`src/rtl/saida_serial_multidigito.sv`:
```
// saida_serial_multidigito: serial output sequencer. It latches an N-digit packed
// BCD value and sends one ASCII character per handshake, most significant digit
// first, then the terminator. Leading zeros can be suppressed, and invalid digits
// are sent as '?'.
// Optional feature: define SAIDA_SERIAL_CRLF_EN to append CR and LF after the terminator.
// Ports:
//   clock, reset        - system clock, synchronous active-high reset
//   inicio              - frame request, accepted only while idle
//   dados               - packed BCD, most significant digit in the top nibble
//   suprime_zeros       - leading-zero suppression enable, latched with dados
//   serial_enviado      - transmitter done pulse
//   partida             - one-cycle transmit request for dado_serial
//   dado_serial         - registered ASCII character
//   ocupado / pronto    - frame in progress / one-cycle frame-complete pulse
//   db_estado           - current state code
module saida_serial_multidigito #(
    parameter int unsigned N_DIGITOS  = 3,
    parameter logic [7:0]  TERMINADOR = 8'h23
) (
    input  logic                   clock,
    input  logic                   reset,
    input  logic                   inicio,
    input  logic [4*N_DIGITOS-1:0] dados,
    input  logic                   suprime_zeros,
    input  logic                   serial_enviado,
    output logic                   partida,
    output logic [7:0]             dado_serial,
    output logic                   ocupado,
    output logic                   pronto,
    output logic [3:0]             db_estado
);

    localparam int unsigned DW = 4 * N_DIGITOS;
    localparam int unsigned PW = $clog2(N_DIGITOS + 3);
`ifdef SAIDA_SERIAL_CRLF_EN
    localparam int unsigned ULTIMO = N_DIGITOS + 2;
`else
    localparam int unsigned ULTIMO = N_DIGITOS;
`endif

    typedef enum logic [3:0] {
        INICIAL = 4'd0,
        PREPARA = 4'd1,
        ENVIA   = 4'd2,
        ESPERA  = 4'd3,
        FIM     = 4'd4
    } estado_t;

    estado_t         estado_q, estado_d;
    logic [PW-1:0]   pos_q, pos_d;
    logic            lider_q, lider_d;
    logic [DW-1:0]   dados_q, dados_d;
    logic            supr_q, supr_d;
    logic [7:0]      dado_serial_q, dado_serial_d;

    logic            e_digito;
    logic [DW-1:0]   deslocado;
    logic [3:0]      digito;
    logic [7:0]      caractere;
    logic            pular;

    // State and datapath registers
    always_ff @(posedge clock) begin
        if (reset) begin
            estado_q      <= INICIAL;
            pos_q         <= '0;
            lider_q       <= 1'b0;
            dados_q       <= '0;
            supr_q        <= 1'b0;
            dado_serial_q <= 8'h00;
        end else begin
            estado_q      <= estado_d;
            pos_q         <= pos_d;
            lider_q       <= lider_d;
            dados_q       <= dados_d;
            supr_q        <= supr_d;
            dado_serial_q <= dado_serial_d;
        end
    end

    // Character for the current position; the digit index counts down from the MSD
    always_comb begin
        e_digito  = (pos_q < PW'(N_DIGITOS));
        deslocado = '0;
        if (e_digito) begin
            deslocado = dados_q >> (4 * (N_DIGITOS - 1 - 32'(pos_q)));
        end
        digito    = deslocado[3:0];
        caractere = TERMINADOR;
        if (e_digito) begin
            caractere = (digito <= 4'd9) ? (8'h30 + {4'h0, digito}) : 8'h3F;
        end
`ifdef SAIDA_SERIAL_CRLF_EN
        else if (pos_q == PW'(N_DIGITOS + 1)) begin
            caractere = 8'h0D;
        end else if (pos_q == PW'(N_DIGITOS + 2)) begin
            caractere = 8'h0A;
        end
`endif
        // Last digit is never skipped, so an all-zero value still sends '0'
        pular = e_digito && (digito == 4'd0) && supr_q && lider_q
                && (pos_q < PW'(N_DIGITOS - 1));
    end

    // Next-state and Moore outputs
    always_comb begin
        estado_d      = estado_q;
        pos_d         = pos_q;
        lider_d       = lider_q;
        dados_d       = dados_q;
        supr_d        = supr_q;
        dado_serial_d = dado_serial_q;
        partida       = 1'b0;
        pronto        = 1'b0;
        ocupado       = 1'b1;
        unique case (estado_q)
            INICIAL: begin
                ocupado = 1'b0;
                if (inicio) begin
                    dados_d  = dados;
                    supr_d   = suprime_zeros;
                    pos_d    = '0;
                    lider_d  = 1'b1;
                    estado_d = PREPARA;
                end
            end
            PREPARA: begin
                if (pular) begin
                    pos_d = pos_q + PW'(1);
                end else begin
                    dado_serial_d = caractere;
                    lider_d       = 1'b0;
                    estado_d      = ENVIA;
                end
            end
            ENVIA: begin
                partida  = 1'b1;
                estado_d = ESPERA;
            end
            ESPERA: begin
                if (serial_enviado) begin
                    if (pos_q == PW'(ULTIMO)) begin
                        estado_d = FIM;
                    end else begin
                        pos_d    = pos_q + PW'(1);
                        estado_d = PREPARA;
                    end
                end
            end
            FIM: begin
                pronto   = 1'b1;
                estado_d = INICIAL;
            end
            default: begin
                ocupado  = 1'b0;
                estado_d = INICIAL;
            end
        endcase
    end

    assign dado_serial = dado_serial_q;
    assign db_estado   = 4'(estado_q);

endmodule

```
`config.mk`:
```
export PLATFORM = sky130hd
export DESIGN_NAME = saida_serial_multidigito
export DESIGN_NICKNAME = d
export VERILOG_FILES = /design/src/rtl/saida_serial_multidigito.sv
export SDC_FILE = /design/constraint.sdc
export NUM_CORES = 1
export LEC_CHECK = 0
export ABC_CLOCK_PERIOD_IN_PS = 3800
export BUFFER_PORTS_ARGS = -buffer_cell sky130_fd_sc_hd__buf_2
export CORE_MARGIN = 5
export CORE_UTILIZATION = 52
export DETAILED_ROUTE_END_ITERATION = 7
export GPL_TIMING_DRIVEN = 0
export PLACE_DENSITY = 0.76
export SLEW_MARGIN = 20
export SYNTH_ARGS = -nofsm -noshare
export SYNTH_HDL_FRONTEND = slang
export SYNTH_SLANG_ARGS = --single-unit
```
`constraint.sdc`:
```
create_clock -name clock -period 3.8 [get_ports clock]
set_clock_uncertainty 0.15 [all_clocks]
set_input_delay 0.95 -clock clock [delete_from_list [all_inputs] [get_ports clock]]
set_output_delay 0.95 -clock clock [all_outputs]
set_load 0.01 [all_outputs]
```
==> impl_results.html <==
<table>
<tr><th>Metric</th><th>Value</th></tr>
<tr><th colspan="2">CTS</th></tr>
<tr><td>TritonCTS clock tree</td><td>yes</td></tr>
<tr><td>Post-CTS Hold Buffers</td><td>0</td></tr>
<tr><td>Depth of the CTS H-tree</td><td>1</td></tr>
<tr><td>Clock net sink count</td><td>26</td></tr>
<tr><td>Post-CTS setup buffer count</td><td>0</td></tr>
<tr><td>Clock Pin Slew Worst Setup and Hold Paths</td><td>0.14 ns</td></tr>
<tr><td>Resized cells post-CTS</td><td>0</td></tr>
<tr><td>Clock Tree Buf Depth</td><td>2</td></tr>
<tr><td>Later-pin clock latency in the skew report</td><td>0.34 ns</td></tr>
<tr><td>Root buf cell</td><td>sky130_fd_sc_hd__clkbuf_4</td></tr>
<tr><td>Number of buffers added by the clock tree synthesis step</td><td>3</td></tr>
<tr><th colspan="2">Setup path</th></tr>
<tr><td>Arrival time of the worst setup path</td><td>approximately 3.5 ns</td></tr>
<tr><td>Startpoint-to-endpoint class of the critical path</td><td>flop to flop</td></tr>
<tr><td>Crit path capture type</td><td>flop</td></tr>
<tr><td>Endpoint of the worst-slack reg-to-reg timing path</td><td>pos_q[1]</td></tr>
<tr><td>Depth of the most critical reg-to-reg path</td><td>10</td></tr>
<tr><td>Startpoint Class</td><td>flop</td></tr>
<tr><td>Maximum fanout along the worst path</td><td>10</td></tr>
<tr><td>Critical path data required time</td><td>3.90 ns</td></tr>
<tr><td>Register-to-register path setup slack</td><td>0.44 ns</td></tr>
<tr><td>Launching point of the worst reg2reg path</td><td>pos_q[0]</td></tr>
<tr><th colspan="2">GRT</th></tr>
<tr><td>Number of global-route vias before repair</td><td>1185</td></tr>
<tr><td>First-pass GRT wire length</td><td>5147 µm</td></tr>
<tr><td>Global route total overflow</td><td>0</td></tr>
<tr><td>Largest net degree at the start of global routing</td><td>16</td></tr>
<tr><td>Overall Global Routing Usage</td><td>18.66%</td></tr>
<tr><td>Antenna violations before repair</td><td>0</td></tr>
<tr><th colspan="2">Layout</th></tr>
<tr><td>Layout cell share with drive strength beyond 1</td><td>20.10%</td></tr>
<tr><td>Antenna diode count</td><td>0</td></tr>
<tr><td>P&amp;R area growth vs syn</td><td>16.94%</td></tr>
<tr><td>Final-stage net count</td><td>~230</td></tr>
<tr><td>Cell area after layout</td><td>1607 µm²</td></tr>
<tr><th colspan="2">Logic synthesis</th></tr>
<tr><td>Proportion of synthesized chip area in sequential cells</td><td>between 30 and 40%</td></tr>
<tr><td>Count of yosys warnings during synthesis</td><td>0</td></tr>
<tr><td>Number of flip-flops and latches in the synthesized netlist</td><td>26</td></tr>
<tr><td>Unique masters post-synth</td><td>37</td></tr>
<tr><td>Area share of the largest cell type after synthesis</td><td>between 30% and 40%</td></tr>
<tr><td>Most area-consuming cells after synthesis</td><td>sky130_fd_sc_hd__dfxtp_1 38%, sky130_fd_sc_hd__nand2_1 10%, sky130_fd_sc_hd__a21oi_1 6.6%</td></tr>
<tr><td>Cell accounting for the most synthesized area</td><td>sky130_fd_sc_hd__dfxtp_1</td></tr>
<tr><td>Number of instances in the synthesized netlist</td><td>176</td></tr>
<tr><td>Combined area of all synthesized cells</td><td>1374 µm²</td></tr>
<tr><td>Post-synthesis average cell area</td><td>7.806 µm²</td></tr>
<tr><th colspan="2">Min path</th></tr>
<tr><td>Hold-critical path depth</td><td>2</td></tr>
<tr><td>Hold EP</td><td>dados_q[6]</td></tr>
<tr><td>Type of the tightest min-delay check</td><td>flop to flop</td></tr>
<tr><td>Startpoint of the tightest hold check path</td><td>dados_q[6]</td></tr>
<tr><th colspan="2">Place</th></tr>
<tr><td>Final RePlAce weighted congestion</td><td>between 0.8 and 0.9</td></tr>
<tr><td>Number of buffers added on ports</td><td>27</td></tr>
<tr><td>Final HPWL from detailed placement</td><td>2355 µm</td></tr>
<tr><td>Area after DPL</td><td>1554 µm²</td></tr>
<tr><th colspan="2">STA</th></tr>
<tr><td>Achievable frequency</td><td>297.6 MHz</td></tr>
<tr><td>Number of slew-limit violations in the final report</td><td>0</td></tr>
<tr><td>Setup repair after global routing missed its margin</td><td>no</td></tr>
<tr><td>Final setup fails</td><td>0</td></tr>
<tr><td>Number of hold-slack violations in the final timing report</td><td>0</td></tr>
<tr><td>Total negative slack</td><td>0 ns</td></tr>
<tr><td>Pin slew with the least headroom to its limit</td><td>0.5129 ns</td></tr>
<tr><td>Shortest clock period the worst path allows after layout</td><td>3.360 ns</td></tr>
<tr><td>Worst slew margin relative to its limit</td><td>65.36%</td></tr>
<tr><td>Share of the clock period used by the worst path after layout</td><td>around nine tenths</td></tr>
<tr><th colspan="2">Power and ir drop</th></tr>
<tr><td>Highest ir drop seen on vdd</td><td>371.5 µV</td></tr>
<tr><td>Reported leakage power</td><td>0.6845 nW</td></tr>
<tr><td>P per Cell Area</td><td>434.9 nW/µm²</td></tr>
<tr><th colspan="2">Die</th></tr>
<tr><td>Chip height</td><td>approximately 61 µm</td></tr>
<tr><td>Area of the core region</td><td>2500 µm²</td></tr>
<tr><td>IO Pins</td><td>32</td></tr>
<tr><td>Area of the die</td><td>3770 µm²</td></tr>
<tr><td>Initial standard-cell utilization of the core</td><td>between 50% and 60%</td></tr>
<tr><td>Die extent in x</td><td>61.40 µm</td></tr>
<tr><td>Site row count</td><td>18</td></tr>
<tr><th colspan="2">Detailed routing</th></tr>
<tr><td>First-pass detailed-route iteration total</td><td>4</td></tr>
<tr><td>Via/cell ratio</td><td>5.385</td></tr>
<tr><td>Starting DRT DRC Count</td><td>80</td></tr>
<tr><td>Total routed wirelength</td><td>3093 µm</td></tr>
<tr><td>DRC violations left</td><td>0</td></tr>
<tr><td>Remaining antenna violation count</td><td>0</td></tr>
<tr><td>Post-detailed-route wirelength per cell</td><td>12.94 µm</td></tr>
<tr><td>Routed via count</td><td>1287</td></tr>
<tr><th colspan="2">Run</th></tr>
<tr><td>Number of max-cap violations</td><td>0</td></tr>
<tr><th colspan="2">Run status</th></tr>
<tr><td>Result of the run</td><td>complete, no violations</td></tr>
</table>
-- per-layer routing --
| layer | global-route usage [%] | vias to the layer above | share of wire (%) |
|---|---|---|---|
| met5 | 0 | - | 0 |
| met4 | 7.273 | 0 | 1.6 |
| met3 | 5.241 | 4 | 5.6 |
| met2 | 32.93 | 29 | 50 |
| met1 | 21.25 | 576 | 43 |
| li1 | - | 678 | - |
-- power by group --
part	switching, mW	total (mW)	internal, mW
logic	0.111	0.192	0.0806
registers	0.0146	0.314	0.299
clock network	0.0864	0.193	0.107
-- layout by cell type, fill, tap and decap left out, types with 2 or more instances in the layout --
cell	count
sky130_fd_sc_hd__o22ai_1	5
sky130_fd_sc_hd__ha_1	4
sky130_fd_sc_hd__nor2_1	10
sky130_fd_sc_hd__conb_1	3
sky130_fd_sc_hd__nor2b_1	3
sky130_fd_sc_hd__dfxtp_1	26
sky130_fd_sc_hd__nor3b_1	2
sky130_fd_sc_hd__nand3_1	6
sky130_fd_sc_hd__a211oi_1	2
sky130_fd_sc_hd__buf_4	3
sky130_fd_sc_hd__or4_1	2
sky130_fd_sc_hd__nand2b_1	3
sky130_fd_sc_hd__o22a_1	4
sky130_fd_sc_hd__o21ai_0	5
sky130_fd_sc_hd__a21oi_1	18
sky130_fd_sc_hd__clkbuf_1	9
sky130_fd_sc_hd__nand2_1	37
sky130_fd_sc_hd__clkbuf_4	3
sky130_fd_sc_hd__mux2i_1	7
sky130_fd_sc_hd__buf_2	29
sky130_fd_sc_hd__nor3_1	6
sky130_fd_sc_hd__inv_1	5
-- cells in the mapped netlist, drive strengths merged --
cell type and instances:
nand2b 3, o21ai 5, and2 1, nor4 1, nor2b 3, or3b 1
nor2 10, conb 1, or2 1, a41oi 1, a21oi 18, a211oi 2
o41a 1, a31o 1, dfxtp 26, a2111oi 1, o22ai 5, nand2 37
mux2i 7, inv 5, buf 6, nand3 6, mux2 1, nor3b 2
a21o 1, ha 4, o22a 4, clkbuf 9, o41ai 1, or4 3
nor3 6, nand4b 1, o21a 1, o32ai 1
-- metrics by stage --
step / util [%] / total power, mW / hold slack [ns] / worst slack, ns / cells
2_1_floorplan: - / 0.4576 / 0.2857 / 0.7529 / 178
4_1_cts: 64.26 / 0.7031 / 0.3185 / 0.4630 / 239
3_3_place_gp: 62.16 / 0.5038 / 0.2947 / 0.5433 / 235
3_5_place_dp: 62.16 / 0.5102 / 0.2992 / 0.4747 / 235
6_report: 64.26 / 0.6987 / 0.3161 / 0.4397 / 239
5_1_grt: 64.26 / 0.7399 / 0.3385 / 0.3073 / 239
-- registers in the layout, indices dropped and copies added, names as in the netlist --
signal,flops
supr_q,1
lider_q,1
db_estado,3
dados_q,12
pos_q,3
dado_serial,6
-- final cells by class --
type | count | area [µm²]
clock inverter | 1 | 30.03
fill | 247 | 893.4
clock buffer | 3 | 22.52
multi-input combinational | 132 | 764.5
buffer | 15 | 77.57
inverter | 5 | 18.77
timing repair buffer | 27 | 135.1
sequential | 26 | 520.5
tap | 30 | 37.54
-- worst max-delay path by stage --
| stage | start | end | slack [ns] | cells past startpoint |
|---|---|---|---|---|
| floorplan | pos_q[0] | pos_q[1] | 0.75 | 10 |
| global placement | pos_q[0] | pos_q[1] | 0.54 | 9 |
| detailed placement | pos_q[0] | pos_q[1] | 0.47 | 10 |
| CTS | pos_q[0] | pos_q[1] | 0.46 | 10 |
| global route | pos_q[0] | pos_q[1] | 0.31 | 10 |
| finish | pos_q[0] | pos_q[1] | 0.44 | 10 |
-- critical path: stages (launching register included) --
cell,delay (ns)
sky130_fd_sc_hd__dfxtp_1,0.36
sky130_fd_sc_hd__buf_2,0.16
sky130_fd_sc_hd__buf_2,0.23
sky130_fd_sc_hd__inv_1,0.09
sky130_fd_sc_hd__ha_1,0.40
sky130_fd_sc_hd__buf_6,0.18
sky130_fd_sc_hd__mux2i_1,0.25
sky130_fd_sc_hd__o22ai_1,0.15
sky130_fd_sc_hd__o41a_1,0.42
sky130_fd_sc_hd__or4_4,0.58
sky130_fd_sc_hd__mux2_4,0.31
-- logic make-up after synthesis --
logic type	Yosys count	synth area share [%]
other cells	1	0.2730
flops	26	37.89
buf+inv	20	7.013
compound gates	42	19.40
simple gates	75	25.59
fa+ha+maj	4	3.643
mux	8	6.193
Note: power is estimated with default switching activity, not from simulation.
